**src/rtl/imm_gen_pipe_if.sv**
```systemverilog
// Decode-to-issue handshake bundle for the immediate generator: instruction/PC in,
// decoded immediate, format, PC-relative target and illegal flag out.
interface imm_gen_pipe_if #(
    parameter int XLEN = 32
);
    logic            in_valid;
    logic            in_ready;
    logic [31:0]     in_inst;
    logic [XLEN-1:0] in_pc;
    logic            out_valid;
    logic            out_ready;
    logic [XLEN-1:0] out_imm;
    logic [2:0]      out_fmt;
    logic [XLEN-1:0] out_target;
    logic            out_illegal;

    modport master (
        output in_valid, in_inst, in_pc, out_ready,
        input  in_ready, out_valid, out_imm, out_fmt, out_target, out_illegal
    );

    modport slave (
        input  in_valid, in_inst, in_pc, out_ready,
        output in_ready, out_valid, out_imm, out_fmt, out_target, out_illegal
    );
endinterface

```
**src/rtl/imm_gen_pipe.sv**
```systemverilog
// Registered RV32I/RV64I immediate generator with pc+imm precompute and an optional
// 2-entry skid buffer (SKID=1) that keeps in_ready registered at full throughput.
module imm_gen_pipe #(
    parameter int XLEN = 32,
    parameter int SKID = 1
) (
    input  logic           clk,
    input  logic           rst,
    input  logic           flush,
    imm_gen_pipe_if.slave  bus
);
    typedef enum logic [2:0] {
        FMT_NONE = 3'd0,
        FMT_I    = 3'd1,
        FMT_S    = 3'd2,
        FMT_B    = 3'd3,
        FMT_U    = 3'd4,
        FMT_J    = 3'd5,
        FMT_Z    = 3'd6
    } fmt_e;

    typedef struct packed {
        logic [XLEN-1:0] imm;
        fmt_e            fmt;
        logic [XLEN-1:0] target;
        logic            illegal;
    } entry_t;

    localparam logic [6:0] OP_LOAD   = 7'b0000011;
    localparam logic [6:0] OP_IMM    = 7'b0010011;
    localparam logic [6:0] OP_JALR   = 7'b1100111;
    localparam logic [6:0] OP_FENCE  = 7'b0001111;
    localparam logic [6:0] OP_SYSTEM = 7'b1110011;
    localparam logic [6:0] OP_IMM32  = 7'b0011011;
    localparam logic [6:0] OP_STORE  = 7'b0100011;
    localparam logic [6:0] OP_BRANCH = 7'b1100011;
    localparam logic [6:0] OP_LUI    = 7'b0110111;
    localparam logic [6:0] OP_AUIPC  = 7'b0010111;
    localparam logic [6:0] OP_JAL    = 7'b1101111;
    localparam logic [6:0] OP_OP     = 7'b0110011;
    localparam logic [6:0] OP_OP32   = 7'b0111011;

    logic [31:0]     inst;
    logic [6:0]      opcode;
    logic [2:0]      funct3;
    logic [XLEN-1:0] imm_i, imm_s, imm_b, imm_u, imm_j, imm_z, imm_sh, imm_sh32;

    assign inst     = bus.in_inst;
    assign opcode   = inst[6:0];
    assign funct3   = inst[14:12];
    assign imm_i    = XLEN'($signed(inst[31:20]));
    assign imm_s    = XLEN'($signed({inst[31:25], inst[11:7]}));
    assign imm_b    = XLEN'($signed({inst[31], inst[7], inst[30:25], inst[11:8], 1'b0}));
    assign imm_u    = XLEN'($signed({inst[31:12], 12'b0}));
    assign imm_j    = XLEN'($signed({inst[31], inst[19:12], inst[20], inst[30:21], 1'b0}));
    assign imm_z    = XLEN'(inst[19:15]);
    assign imm_sh   = (XLEN == 64) ? XLEN'(inst[25:20]) : XLEN'(inst[24:20]);
    assign imm_sh32 = XLEN'(inst[24:20]);

    entry_t dec;
    logic   pc_rel;

    // NOTE: every output of this block is given a default first so no path infers a latch.
    always_comb begin
        dec    = '0;
        pc_rel = 1'b0;
        // Opcodes all end in 2'b11, so a bad inst[1:0] falls through to default.
        case (opcode)
            OP_LOAD, OP_JALR, OP_FENCE: begin dec.fmt = FMT_I; dec.imm = imm_i; end
            OP_IMM: begin
                dec.fmt = FMT_I;
                dec.imm = (funct3[1:0] == 2'b01) ? imm_sh : imm_i;
            end
            OP_IMM32: begin
                if (XLEN == 64) begin
                    dec.fmt = FMT_I;
                    dec.imm = (funct3[1:0] == 2'b01) ? imm_sh32 : imm_i;
                end else begin
                    dec.illegal = 1'b1;
                end
            end
            OP_SYSTEM: begin
                dec.fmt = funct3[2] ? FMT_Z : FMT_I;
                dec.imm = funct3[2] ? imm_z : imm_i;
            end
            OP_STORE:         begin dec.fmt = FMT_S; dec.imm = imm_s; end
            OP_BRANCH:        begin dec.fmt = FMT_B; dec.imm = imm_b; pc_rel = 1'b1; end
            OP_LUI:           begin dec.fmt = FMT_U; dec.imm = imm_u; end
            OP_AUIPC:         begin dec.fmt = FMT_U; dec.imm = imm_u; pc_rel = 1'b1; end
            OP_JAL:           begin dec.fmt = FMT_J; dec.imm = imm_j; pc_rel = 1'b1; end
            OP_OP:            dec.fmt = FMT_NONE;
            OP_OP32:          dec.illegal = (XLEN != 64);
            default:          dec.illegal = 1'b1;
        endcase
        dec.target = pc_rel ? bus.in_pc + dec.imm : '0;
    end

    logic   o_valid, s_valid, rdy_q;
    entry_t o_ent, s_ent;
    logic   out_free, accept;

    assign out_free     = !o_valid || bus.out_ready;
    assign accept       = bus.in_valid && bus.in_ready;
    assign bus.in_ready = !rst && ((SKID != 0) ? rdy_q : out_free);

    // NOTE: sequential state uses non-blocking assignments so every flop samples pre-edge values.
    always_ff @(posedge clk) begin
        if (rst) begin
            o_valid <= 1'b0;
            s_valid <= 1'b0;
            rdy_q   <= 1'b1;
            o_ent   <= '0;
        end else if (flush) begin
            o_valid <= 1'b0;
            s_valid <= 1'b0;
            rdy_q   <= 1'b1;
        end else begin
            if (out_free) begin
                if (s_valid) begin
                    o_valid <= 1'b1;
                    o_ent   <= s_ent;
                    s_valid <= 1'b0;
                end else begin
                    o_valid <= accept;
                    if (accept) o_ent <= dec;
                end
            end else if (accept && SKID != 0) begin
                s_valid <= 1'b1;
            end
            // Skid stays (or becomes) occupied only while the output is stalled.
            rdy_q <= out_free || !(accept || s_valid);
        end
    end

    // NOTE: the skid payload has no reset; s_valid alone says whether it means anything.
    always_ff @(posedge clk) begin
        if (!out_free && accept) s_ent <= dec;
    end

    assign bus.out_valid   = o_valid;
    assign bus.out_imm     = o_ent.imm;
    assign bus.out_fmt     = o_ent.fmt;
    assign bus.out_target  = o_ent.target;
    assign bus.out_illegal = o_ent.illegal;
endmodule

```
**src/flat_wrapper.sv**
```systemverilog
// flat-port wrapper written by rule: the top's interface ports become plain ports
module imm_gen_pipe_flat 
#(
    parameter int XLEN = 32,
    parameter int SKID = 1
)
  (clk, rst, flush, bus_in_valid, bus_in_inst, bus_in_pc, bus_out_ready, bus_in_ready, bus_out_valid, bus_out_imm, bus_out_fmt, bus_out_target, bus_out_illegal);
  imm_gen_pipe_if #(.XLEN(XLEN)) bus_i ();
  input  logic clk;
  input  logic rst;
  input  logic flush;
  input wire logic [$bits(bus_i.in_valid)-1:0] bus_in_valid;
  input wire logic [$bits(bus_i.in_inst)-1:0] bus_in_inst;
  input wire logic [$bits(bus_i.in_pc)-1:0] bus_in_pc;
  input wire logic [$bits(bus_i.out_ready)-1:0] bus_out_ready;
  output wire logic [$bits(bus_i.in_ready)-1:0] bus_in_ready;
  output wire logic [$bits(bus_i.out_valid)-1:0] bus_out_valid;
  output wire logic [$bits(bus_i.out_imm)-1:0] bus_out_imm;
  output wire logic [$bits(bus_i.out_fmt)-1:0] bus_out_fmt;
  output wire logic [$bits(bus_i.out_target)-1:0] bus_out_target;
  output wire logic [$bits(bus_i.out_illegal)-1:0] bus_out_illegal;
  assign bus_i.in_valid = bus_in_valid;
  assign bus_i.in_inst = bus_in_inst;
  assign bus_i.in_pc = bus_in_pc;
  assign bus_i.out_ready = bus_out_ready;
  assign bus_in_ready = bus_i.in_ready;
  assign bus_out_valid = bus_i.out_valid;
  assign bus_out_imm = bus_i.out_imm;
  assign bus_out_fmt = bus_i.out_fmt;
  assign bus_out_target = bus_i.out_target;
  assign bus_out_illegal = bus_i.out_illegal;
  imm_gen_pipe #(.XLEN(XLEN), .SKID(SKID)) u_core (.clk(clk), .rst(rst), .flush(flush), .bus(bus_i));
endmodule
```
**config.mk**
```make
export PLATFORM = sky130hd
export DESIGN_NAME = imm_gen_pipe_flat
export DESIGN_NICKNAME = d
export VERILOG_FILES = /design/src/rtl/imm_gen_pipe_if.sv /design/src/rtl/imm_gen_pipe.sv /design/src/flat_wrapper.sv
export SDC_FILE = /design/constraint.sdc
export NUM_CORES = 1
export LEC_CHECK = 0
export BUFFER_PORTS_ARGS = -buffer_cell sky130_fd_sc_hd__buf_2
export CORE_ASPECT_RATIO = 0.7
export CORE_MARGIN = 2
export CORE_UTILIZATION = 50
export DETAILED_ROUTE_END_ITERATION = 12
export PLACE_DENSITY = 0.76
export SKIP_CTS_REPAIR_TIMING = 1
export SYNTH_ARGS = -nofsm -noshare
export SYNTH_HDL_FRONTEND = slang
export SYNTH_SLANG_ARGS = --single-unit
```
**constraint.sdc**
```tcl
create_clock -name clk -period 6.49 [get_ports clk]
set_input_delay 1.298 -clock clk [delete_from_list [all_inputs] [get_ports clk]]
set_output_delay 1.298 -clock clk [all_outputs]
set_load 0.005 [all_outputs]
```
Yosys cells after proc, flatten, opt, wreduce, memory -nomap -nowiden
Index checks and enable logic that the tools add are counted.
{"block": "totals", "inputBits": 69, "register_bits": 139, "word_cells": 55, "mem_bits_rw": 0, "latch_bits": 0, "memories": 0, "romBits": 0}
{"block": "classes", "muxes": 11, "bitwise_logic": 1, "magnitude_cmp": 0, "reduce_logical": 19, "div": 0, "addsub": 1, "n_shift": 0, "eq_ne": 12, "mul": 0}
{"operator": "32-bit one-hot mux with 7 select lines", "count": 1}
{"operator": "68-bit two-way mux", "count": 2}
{"operator": "32-bit two-way mux", "count": 3}
{"operator": "32-bit adder", "count": 1}
{"operator": "7-bit equality test (second input constant)", "count": 4}
{"operator": "7-bit by 6-bit equality test with 1-bit output (second input constant)", "count": 3}
{"operator": "3-bit one-hot mux with 6 select lines", "count": 1}
{"operator": "7-bit by 5-bit equality test with 1-bit output (second input constant)", "count": 2}
{"operator": "11-bit OR reduction", "count": 1}
{"operator": "3-bit OR reduction", "count": 3}
{"operator": "7-bit by 2-bit equality test with 1-bit output (second input constant)", "count": 1}
{"operator": "7-bit by 4-bit equality test with 1-bit output (second input constant)", "count": 1}
{"operator": "1-bit zero test", "count": 4}
{"operator": "2-bit OR reduction", "count": 2}
{"operator": "4-bit OR reduction", "count": 1}
{"operator": "1-bit logical AND", "count": 3}
{"operator": "1-bit logical OR", "count": 3}
{"operator": "1-bit two-way mux", "count": 3}
{"operator": "3-bit two-way mux", "count": 1}
{"operator": "3-bit AND reduction", "count": 1}
{"operator": "2-bit by 1-bit equality test with 1-bit output (second input constant)", "count": 1}
{"operator": "2-bit nonzero test", "count": 1}
{"operator": "1-bit inverter", "count": 1}

Logic depth before layout (Yosys ltp)
Gate-level depths: netlist of run 1.
{"block": "depth", "depth_word": 7, "ltp_mapped": 20, "mapped_depth_nobuf": 17}

Worst setup path after synthesis of run 1
OpenSTA, ideal clock, no wires.
{"block": "synth_timing", "path_kind": "input to register", "startpoint": "in rst", "endpoint": "reg u_core.s_ent[0] (netlist bit), enable pin", "n_path_buf": 2, "setup_slack_ns": -0.457, "setup_time_ns": 0.578, "arrival_time_ns": 6.369, "t_required_ns": 5.912, "cell_stages": 3, "path_cell_list": "clkbuf_1 -> clkbuf_1 -> nor3_1"}
{"block": "synth_between", "elab_chain_len": 4}
{"item": "start, declared", "line": "flat_wrapper.sv:10", "rtl": "input logic rst;"}
{"item": "1-bit zero test", "line": "imm_gen_pipe.sv:104", "rtl": "assign bus.in_ready = !rst && ((SKID != 0) ? rdy_q : out_free);"}
{"item": "1-bit logical AND", "line": "imm_gen_pipe.sv:104"}
{"item": "1-bit logical AND", "line": "imm_gen_pipe.sv:103", "rtl": "assign accept = bus.in_valid && bus.in_ready;"}
{"item": "1-bit logical AND", "line": "imm_gen_pipe.sv:137", "rtl": "if (!out_free && accept) s_ent <= dec;"}
{"item": "end signal, assigned", "line": "imm_gen_pipe.sv:137"}
{"item": "end, declared", "line": "imm_gen_pipe.sv:99", "rtl": "entry_t o_ent, s_ent;"}
Every way passes these cells.
A chain may end at the register's enable or synchronous reset.

==> results of run 1 <==
metrics by stage:
| step | hold WS [ns] | instances | power (mW) | setup WS, ns | utilization [%] |
|---|---|---|---|---|---|
| 2_1_floorplan | 0.448 | 840 | 1.09 | 1.30 | - |
| 3_3_place_gp | 0.438 | 1124 | 1.17 | 0.917 | 56.6 |
| 3_5_place_dp | 0.442 | 1124 | 1.17 | 0.814 | 56.6 |
| 4_1_cts | 0.449 | 1156 | 2.14 | 1.16 | 60.5 |
| 5_1_grt | 0.468 | 1156 | 2.21 | 0.674 | 60.5 |
| 6_report | 0.448 | 1156 | 2.14 | 1.06 | 60.5 |
critical path, delay by kind of cell:
kind	cells	cell delay, ns
buf+inv	2	0.35
compound gates	10	2.45
simple gates	4	0.99
fa+ha+maj	1	0.48
cell families after synthesis:
kind of cell	share of synthesized area [%]
XOR/XNOR	2.49
AO/OA/AOI/OAI	23.4
flip-flops	44.8
adder cells (fa/ha/maj)	5.28
buffers and inverters	5.18
multiplexers	0.777
AND/OR/NAND/NOR	18.0
flip-flops by register name, summed over array words and instances, names as in the netlist:
signal	cells
u_core.bus.out_fmt	3
u_core.bus.out_illegal	1
u_core.bus.out_imm	32
u_core.bus.out_target	32
u_core.bus.out_valid	1
u_core.rdy_q	1
u_core.s_ent	68
u_core.s_valid	1
path summary, 6_finish.rpt:
check / start / endpoint / depth (start not counted)
setup / recovery: bus_in_inst[3] / u_core.s_ent[25] / 17
hold / removal: u_core.bus.out_imm[23] / u_core.bus.out_imm[23] / 2
setup reg to reg: u_core.bus.out_valid / u_core.bus.out_target[2] / 7
hold reg to reg: u_core.bus.out_imm[23] / u_core.bus.out_imm[23] / 2
layer usage:
| metal | routed length (µm) | global-route usage [%] | vias to the layer above |
|---|---|---|---|
| li1 | - | - | 3297 |
| met1 | 10300 | 38.4 | 3243 |
| met2 | 9200 | 38.7 | 333 |
| met3 | 1770 | 6.09 | 32 |
| met4 | 452 | 6.94 | 0 |
| met5 | 0 | 0 | - |
cell type report:
| class | count | area, µm² | share of cell area, % |
|---|---|---|---|
| inverter | 24 | 90.1 | 0.998 |
| tap | 195 | 244 | 2.70 |
| multi-input combinational | 621 | 3890 | 43.1 |
| timing repair buffer | 145 | 743 | 8.24 |
| sequential | 139 | 3470 | 38.4 |
| clock buffer | 17 | 425 | 4.71 |
| clock inverter | 15 | 163 | 1.80 |
cells in the final DEF (no fill, tap or decap), types with 8 or more instances in the layout:
| cell | synthesis | routed |
|---|---|---|
| nand2_1 | 88 | 88 |
| a21o_1 | 31 | 31 |
| and2_1 | 12 | 12 |
| a211oi_1 | 18 | 18 |
| buf_2 | 4 | 138 |
| nor3_1 | 18 | 17 |
| ha_1 | 31 | 31 |
| xor2_1 | 9 | 9 |
| a21oi_1 | 79 | 79 |
| o211ai_1 | 37 | 37 |
| inv_1 | 24 | 24 |
| xnor2_1 | 13 | 13 |
| edfxtp_1 | 68 | 68 |
| nand2b_1 | 29 | 29 |
| nor2_1 | 81 | 81 |
| clkbuf_16 | 0 | 17 |
| o21ai_0 | 38 | 37 |
| dfxtp_1 | 71 | 70 |
| nor2b_1 | 8 | 8 |
| nand3_1 | 11 | 11 |
power breakdown:
part / switching [mW] / internal (mW)
sequential: 0.00815 / 0.929
combinational: 0.134 / 0.0832
clock: 0.410 / 0.572
==> metrics.md, run 1 <==
| Metric | Value |
|---|---|
| Status | complete, no violations |
| Bufs on Longest Clock Path | 2 |
| Crit Path Class | in2reg |
| CP startpoint kind | input pin |
| Core Footprint | 14900 µm² |
| Post-synth EDFFs | 68 |
| Fmax | 184 MHz |
| Slowest stage delay, CP | 0.56 ns |
| Die X | 153 µm |
| CP Capture Type | flop |
| DP Area | 8440 µm² |
| Post-route setup TNS | 0 ns |
| # IOs | 139 |
| List of most frequent post-synthesis cells | nand2_1, nor2_1, a21oi_1, dfxtp_1, edfxtp_1 |
| Grt total ovfl | 0 |
| DRT Wirelength | 21700 µm |
| Mapped Area | 7730 µm² |
| Slew @ Worst Pin | between 0.9 and 1 ns |
| Clock period minus worst slack | 5.43 ns |
| Sequential element share of the synthesized area | between 40 and 50% |
| Antenna cells | 0 |
| CP Data Required Time | 6.66 ns |
| Via count | just under 7000 |
| Mean post-synth cell area | 9.20 µm² |
| DRC marker count from the first detailed-route iteration | approximately 780 |
| Worst Skew | 0.00800 ns |
| Chip Height | about 110 µm |
| RSZ-0062 raised after global routing | false |
| Die ar. | 16500 µm² |
| HP Class | reg2reg |
| Cell chain of the critical path | buf_2 > and3b_1 > o21ai_0 > a211o_1 > nand2_1 > or2_2 > a222oi_1 > inv_1 > fa_1 > a21o_1 > a221oi_2 > o31ai_2 > o21a_1 > o211a_1 > o21ai_0 > a2111oi_0 > or3_1 |
| Pin count of the biggest net entering global routing | 73 |
| Final net count | 1049 |
| Yosys top cell area share | a little over a quarter |
| Most common cell in the synthesized netlist | nand2_1 |
| Number of synthesized register bits | 139 |
| Register-to-register setup slack | between 3 and 4 ns |
| H-tree levels | 4 |
| Num Clock Sinks | ~140 |
| Post-synth top flop | dfxtp_1 |
| Area contributors post-synth | edfxtp_1, dfxtp_1, a21oi_1 |
| Layout Cell Area excl Fill | 9020 µm² |
| Max IR drop VDD | 168 µV |
| Netlist cell types | 70 |
| Initial antenna violation count | 0 |
| # DRC | 0 |
| Num rows | 37 |
| Slew Viols, Final | 0 |
| Slowest stage cell, crit path | a222oi_1 |
| Largest area contributor in the netlist | edfxtp_1 |
| Layout area overhead | 16.7% |
| Final hold vios | 0 |
| DP HPWL | 15300 µm |
| First-pass GRT wire length | 34000 µm |
| Syn_nets | 941 |
| CTS tree | built |
| Total track usage | 26.1% |
| Root Buffer | clkbuf_16 |
| Clock Latency Late Sink | 0.43 ns |
| Ys Warns | 0 |
| Vias per inst | 5.97 |
| CP dominant cell by count | o21ai_0 |
| Mapped Cells | 840 |
| Layout cell share with drive strength beyond 1 | 20.9% |
| Clock Pin Slew Worst Setup and Hold Paths | 0.06 ns |
| Max-capacitance violation count | 0 |
| Vias in the first global route | 6351 |
| CTS Buf Count | 17 |
| Pleak | 3.99 nW |
| Power Density | 237 nW/µm² |
| Avg WL per Cell | 18.8 µm |
| Final setup vio count | 0 |
| Antenna Nets Post-Route | 0 |
| Period utilization | a little over four fifths |
| CP arrival | 5.59 ns |
| Relative slew margins | between 30% and 40% |
| Crit-path max FO | 10 |
| Async set or reset register ratio after synthesis | 0% |
| IO buf count | 138 |
| Starting Density | 51.9% |
| Placer congestion estimate | between 0.9 and 1 |
| First drt pass iteration count | 5 |
| Number of fill cells | 1306 |
Note: power is estimated with default switching activity, not from simulation.
==> run 2: changes to the inputs <==
- PLACE_DENSITY: 0.76 -> 0.73
- clock period: 6.49 -> 5.09 ns (I/O delays scaled with it)
==> run 2 against run 1 <==
Total power up 29%. Largest cell class unchanged. Register-to-register slack worse by 0.96 ns. Count of clock-buffer cells in the layout up 1. Cell area up 5.1%. Highest routed layer unchanged. Utilization up 3.1 points. Die area unchanged. Routed wire length up 0.99%.
==> metrics.md, run 2 (same netlist as run 1, synthesis figures left out) <==
| Metric | Value |
|---|---|
| Slowest stage cell, crit path | fa_1 (was a222oi_1) |
| Max IR drop VDD | 257 µV (was 168 µV) |
| Clock Pin Slew Worst Setup and Hold Paths | 0.07 ns (was 0.06 ns) |
| Pint | 2.00 mW (was 1.58 mW) |
| Placer congestion estimate | 0.941 (was 0.986) |
| Layout area overhead | 22.6% (was 16.7%) |
| Fmax | 205 MHz |
| CTS Buf Count | 17 (unchanged) |
| Via count | 7073 (was 6905) |
| Root Buffer | clkbuf_16 (unchanged) |
| Antenna Nets Post-Route | 0 (unchanged) |
| DP Area | 8870 µm² (was 8440 µm²) |
| CP arrival | 5.23 ns (was 5.59 ns) |
| Leading cell type in the layout, fill and taps excluded | buf_2 (unchanged) |
| Layout Cell Area excl Fill | 9480 µm² (was 9020 µm²) |
| Power Density | 290 nW/µm² (was 237 nW/µm²) |
| CP Data Required Time | 5.43 ns (was 6.66 ns) |
| First drt pass iteration count | 5 (unchanged) |
| Biggest register | u_core.s_ent (unchanged) |
| Antenna cells | 0 (unchanged) |
| Clock period minus worst slack | 4.89 ns |
| Final setup vio count | 0 (unchanged) |
| Max reg flops | 68 (unchanged) |
| RSZ-0062 raised after global routing | false (unchanged) |
| Initial antenna violation count | 0 (unchanged) |
| Slew Viols, Final | 0 (unchanged) |
| CP startpoint kind | input pin (unchanged) |
| First-pass GRT wire length | 34000 µm (about the same) |
| DP HPWL | 15800 µm (was 15300 µm) |
| Min Hold Slack | 0.450 ns (was 0.448 ns) |
| Avg WL per Cell | 18.1 µm (was 18.8 µm) |
| Core Footprint | 14900 µm² (unchanged) |
| Chip Height | 108 µm (unchanged) |
| Pleak | 4.28 nW (was 3.99 nW) |
| Relative slew margins | 33.8% (was 37.6%) |
| Fin cells | 1212 (was 1156) |
| CP dominant cell by count | o21a_1 (was o21ai_0) |
| # IOs | 139 (unchanged) |
| Total track usage | 26.2% (was 26.1%) |
| Worst Skew | 0.00668 ns (was 0.00800 ns) |
| Crit Path Class | in2reg (unchanged) |
| # DRC | 0 (unchanged) |
| WP buf/inv | 3 (was 2) |
| Reg area | 3470 µm² (unchanged) |
| CTS tree | built (unchanged) |
| H-tree levels | 4 (unchanged) |
| Clock Latency Late Sink | 0.43 ns (about the same) |
| DRT Wirelength | 21900 µm (was 21700 µm) |
| Pin count of the biggest net entering global routing | 91 (was 73) |
| Layout cell share with drive strength beyond 1 | 25.6% (was 20.9%) |
| Crit path max-delay family | compound AO/OA/AOI/OAI gates (unchanged) |
| Num rows | 37 (unchanged) |
| Slew @ Worst Pin | 0.992 ns (was 0.936 ns) |
| Most frequent cells in the layout | buf_2, nand2_1, nor2_1 (unchanged) |
| Bufs on Longest Clock Path | 2 (unchanged) |
| IO buf count | 138 (unchanged) |
| HP Class | reg2reg (unchanged) |
| Number of fill cells | 1321 (was 1306) |
| DRC marker count from the first detailed-route iteration | 567 (was 779) |
| Pwr Total | 2.75 mW (was 2.14 mW) |
| Seq pwr share | 43.4% (was 43.9%) |
| Switching Fraction | 27.4% (was 25.9%) |
| Max-capacitance violation count | 0 (unchanged) |
| Final hold vios | 0 (unchanged) |
| Multi-input gate area | 3910 µm² (was 3890 µm²) |
| NetSw | 755 µW (was 552 µW) |
| Cell chain of the critical path | buf_2 > and3b_1 > o21ai_1 > a211o_1 > nand2_1 > or2_2 > a222oi_1 > buf_4 > inv_1 > fa_1 > a21o_1 > a221oi_4 > o31ai_2 > o21a_1 > o211a_1 > o21a_1 > nor3_2 > or3b_1 > a211oi_2 (was buf_2 > and3b_1 > o21ai_0 > a211o_1 > nand2_1 > or2_2 > a222oi_1 > inv_1 > fa_1 > a21o_1 > a221oi_2 > o31ai_2 > o21a_1 > o211a_1 > o21ai_0 > a2111oi_0 > or3_1) |
| Final net count | 1105 (was 1049) |
| Clock Power Share | 45.4% (was 45.9%) |
| Crit-path max FO | 5 (was 10) |
| Die X | 153 µm (unchanged) |
| Status | complete, no violations (unchanged) |
| Period utilization | 96.0% |
| Final Util | 63.6% (was 60.5%) |
| Num Clock Sinks | 139 (unchanged) |
| Starting Density | 51.9% (unchanged) |
| CP Capture Type | flop (unchanged) |
| Vias per inst | 5.84 (was 5.97) |
| Die ar. | 16500 µm² (unchanged) |
| Logic pwr share | 11.2% (was 10.2%) |
| Grt total ovfl | 0 (unchanged) |
| Vias in the first global route | 6281 (was 6351) |
| Slowest stage delay, CP | 0.42 ns (was 0.56 ns) |
| Cells after DPL | 1180 (was 1124) |
==> run 2: cell types whose count changed in the layout (fill, tap and decap cells not counted), sizes merged <==
cell | before | now
clkbuf | 17 | 18
clkinvlp | 5 | 2
inv | 30 | 33
clkinv | 2 | 3
bufinv | 2 | 0
buf | 145 | 201
==> run 2: final timing paths <==
check	endpoint	start	slack [ns]	cells after the start
max reg2reg	u_core.bus.out_target[9]	u_core.bus.out_valid	2.82	7
min reg2reg	u_core.bus.out_imm[29]	u_core.bus.out_imm[29]	0.45	2
min	u_core.bus.out_imm[29]	u_core.bus.out_imm[29]	0.45	2
max	u_core.bus.out_target[26]	bus_in_inst[5]	0.20	19
==> run 2: per-stage QoR <==
stage / setup WS [ns] / setup TNS, ns
after floorplan: 0.176 / 0
after global placement: -0.162 / -0.953
after detailed placement: -0.221 / -1.21
after CTS: 0.143 / 0
after global routing: 0.0138 / 0
final: 0.202 / 0
==> run 2: routing by layer <==
metal	part of all wire, %	wire length, µm	up-vias	GRT usage [%]
met5	0	0	-	0
met4	1.5	337	0	8.07
met3	6.9	1510	23	4.57
met2	42	9280	276	38.0
met1	49	10800	3359	39.8
li1	-	-	3415	-
==> run 2: final cells by class <==
class | count | share of cell area, %
clock buffers | 18 | 4.75
clock inverters | 14 | 1.50
inverters | 24 | 0.950
multi-input cells | 621 | 41.3
flip-flops and latches | 139 | 36.6
well taps | 195 | 2.57
repair buffers | 201 | 12.4
==> run 2: worst reg2reg max path: cells and delay by family (launching register included) <==
| kind | cells | cell delay (ns) |
|---|---|---|
| buffers and inverters | 1 | 0.34 |
| AND/OR/NAND/NOR | 3 | 0.56 |
| flip-flops | 1 | 0.31 |
| AO/OA/AOI/OAI | 3 | 0.95 |
==> run 2: power groups by stage <==
stage / clock network (mW) / registers, mW / logic [mW]
2_1_floorplan: 0 / 1.22 / 0.171
3_3_place_gp: 0 / 1.22 / 0.298
3_5_place_dp: 0 / 1.22 / 0.300
4_1_cts: 1.26 / 1.19 / 0.302
5_1_grt: 1.30 / 1.20 / 0.336
6_report: 1.25 / 1.19 / 0.308
==> run 3: changes to the inputs <==
- PLACE_DENSITY: 0.73 -> 0.8
==> run 3 against run 2 <==
Die area is the same. Highest routed layer unchanged. Critical endpoint is now u_core.s_ent[31]. First-iteration DRC count is 23% higher. Maximum frequency rose by 1.6%. Cell area is 0.21% lower.
==> metrics.md, run 3 (same netlist as run 1, synthesis figures left out) <==
| Metric | Value |
|---|---|
| Relative slew margins | 37.3% (was 33.8%) |
| NetSw | 677 µW (was 755 µW) |
| Period utilization | 94.5% (was 96.0%) |
| Worst hold stages | 2 (unchanged) |
| Pin count of the biggest net entering global routing | 69 (was 91) |
| Antenna Nets Post-Route | 0 (unchanged) |
| Bufs on Longest Clock Path | 2 (unchanged) |
| CP arrival | 4.96 ns (was 5.23 ns) |
| Crit path max-delay family | compound AO/OA/AOI/OAI gates (unchanged) |
| Num rows | 37 (unchanged) |
| Worst Skew | 0.0100 ns (was 0.00668 ns) |
| Clock Power Share | 44.7% (was 45.4%) |
| Biggest register | u_core.s_ent (unchanged) |
| DRC marker count from the first detailed-route iteration | 697 (was 567) |
| H-tree levels | 4 (unchanged) |
| Final hold vios | 0 (unchanged) |
| # DRC | 0 (unchanged) |
| Clock Pin Slew Worst Setup and Hold Paths | 0.07 ns (about the same) |
| Crit-path max FO | 7 (was 5) |
| Die X | 153 µm (unchanged) |
| Final net count | 1108 (was 1105) |
| IO buf count | 138 (unchanged) |
| Total track usage | 26.2% (about the same) |
| Max reg flops | 68 (unchanged) |
| DP HPWL | 15800 µm (about the same) |
| Slowest stage delay, CP | 0.39 ns (was 0.42 ns) |
| DRT Wirelength | 21900 µm (about the same) |
| Cell chain of the critical path | buf_2 > nor3b_1 > buf_4 > nor2_1 > o32a_1 > o21ai_1 > nand2_1 > inv_1 > ha_1 > o21a_1 > o32ai_1 > and3b_1 > o21a_1 > o21ai_0 > a311oi_1 > buf_4 > a31oi_1 > xor2_1 > nor2_1 (was buf_2 > and3b_1 > o21ai_1 > a211o_1 > nand2_1 > or2_2 > a222oi_1 > buf_4 > inv_1 > fa_1 > a21o_1 > a221oi_4 > o31ai_2 > o21a_1 > o211a_1 > o21a_1 > nor3_2 > or3b_1 > a211oi_2) |
| Switching Fraction | 24.9% (was 27.4%) |
| CTS tree | built (unchanged) |
| Logic pwr share | 11.3% (was 11.2%) |
| Critical path depth | 19 (unchanged) |
| Layout cell share with drive strength beyond 1 | 25.4% (was 25.6%) |
| First drt pass iteration count | 6 (was 5) |
| Via count | 7085 (was 7073) |
| Max-capacitance violation count | 0 (unchanged) |
| Vias per inst | 5.83 (was 5.84) |
| Chip Height | 108 µm (unchanged) |
| Fmax | 208 MHz (was 205 MHz) |
| Final setup vio count | 0 (unchanged) |
| Initial antenna violation count | 1 (was 0) |
| CTS Buf Count | 17 (unchanged) |
| Most frequent cells in the layout | buf_2, nand2_1, nor2_1 (unchanged) |
| Number of fill cells | 1241 (was 1321) |
| CP Data Required Time | 5.24 ns (was 5.43 ns) |
| Vias in the first global route | 6429 (was 6281) |
| Seq pwr share | 44.0% (was 43.4%) |
| Num Clock Sinks | 139 (unchanged) |
| Root Buffer | clkbuf_16 (unchanged) |
| CP Capture Type | flop (unchanged) |
| Slowest stage cell, crit path | o32a_1 (was fa_1) |
| Layout area overhead | 22.4% (was 22.6%) |
| WP buf/inv | 4 (was 3) |
| Slew Viols, Final | 0 (unchanged) |
| Antenna cells | 0 (unchanged) |
| Crit Path Class | in2reg (unchanged) |
| Pint | 2.04 mW (was 2.00 mW) |
| Reg area | 3470 µm² (unchanged) |
| FF-to-FF path depth | 6 (was 7) |
| Max IR drop VDD | 218 µV (was 257 µV) |
| Core Footprint | 14900 µm² (unchanged) |
| Clock Latency Late Sink | 0.43 ns (about the same) |
| Die ar. | 16500 µm² (unchanged) |
| Power Density | 287 nW/µm² (was 290 nW/µm²) |
| # IOs | 139 (unchanged) |
| Final Util | 63.5% (was 63.6%) |
| Status | complete, no violations (unchanged) |
| Pleak | 4.29 nW (was 4.28 nW) |
| CP startpoint kind | input pin (unchanged) |
| Grt total ovfl | 0 (unchanged) |
| Avg WL per Cell | 18.1 µm (about the same) |
| Starting Density | 51.9% (unchanged) |
| Multi-input gate area | 3890 µm² (was 3910 µm²) |
| Leading cell type in the layout, fill and taps excluded | buf_2 (unchanged) |
| First-pass GRT wire length | 34000 µm (about the same) |
| HP Class | reg2reg (unchanged) |
| Clock period minus worst slack | 4.81 ns (was 4.89 ns) |
| Slew @ Worst Pin | 0.936 ns (was 0.992 ns) |
| Pwr Total | 2.71 mW (was 2.75 mW) |
| Placer congestion estimate | 0.970 (was 0.941) |
run 3: cell types whose count changed in the layout (fill, tap and decap cells not counted), sizes merged:
cell      before  now
inv           33   27
clkinvlp       2    1
buf          201  204
clkinv         3    4
clkbuf        18   24
run 3: worst register-to-register path, stage by stage (launching register included):
cell and delay [ns]:
dfxtp_4 0.68, buf_4 0.66, inv_1 0.66, mux2i_1 0.33, nor2_1 0.06, a21oi_1 0.14
nor2_1 0.05
run 3: area by class of cell:
type	instances	share of cell area, %
multi-input cells	621	41.2
flip-flops and latches	139	36.6
repair buffers	204	12.5
clock buffers	24	5.55
well taps	195	2.58
inverters	24	0.952
clock inverters	8	0.569
run 3: final timing paths:
kind	from	end	slack, ns
worst max-delay path	bus_in_inst[6]	u_core.s_ent[31]	0.28
worst min-delay path	u_core.bus.out_imm[26]	u_core.bus.out_imm[26]	0.45
worst max register to register	u_core.s_valid	u_core.bus.out_illegal	2.39
worst min register to register	u_core.bus.out_imm[26]	u_core.bus.out_imm[26]	0.45
run 3: power groups by stage:
| stage | combinational (mW) | sequential (mW) | clock, mW |
|---|---|---|---|
| floorplan | 0.171 | 1.22 | 0 |
| global placement | 0.295 | 1.22 | 0 |
| detailed placement | 0.297 | 1.22 | 0 |
| CTS | 0.300 | 1.20 | 1.22 |
| global route | 0.332 | 1.20 | 1.27 |
| finish | 0.305 | 1.20 | 1.21 |
run 3: metrics by stage:
stage | instances | hold slack, ns | setup WS, ns | setup TNS, ns | area, µm²
floorplan | 840 | 0.448 | 0.176 | 0 | 7740
global placement | 1183 | 0.437 | -0.0788 | -0.271 | 8880
detailed placement | 1183 | 0.442 | -0.202 | -1.17 | 8880
CTS | 1215 | 0.450 | 0.222 | 0 | 9460
global route | 1215 | 0.462 | -0.00975 | -0.00975 | 9460
finish | 1215 | 0.445 | 0.279 | 0 | 9460
run 3: routing by layer:
layer	routed length, µm	GRT usage, %
met1	10300	38.6
met5	0	0
met4	386	8.20
met3	2010	6.09
met2	9270	38.3
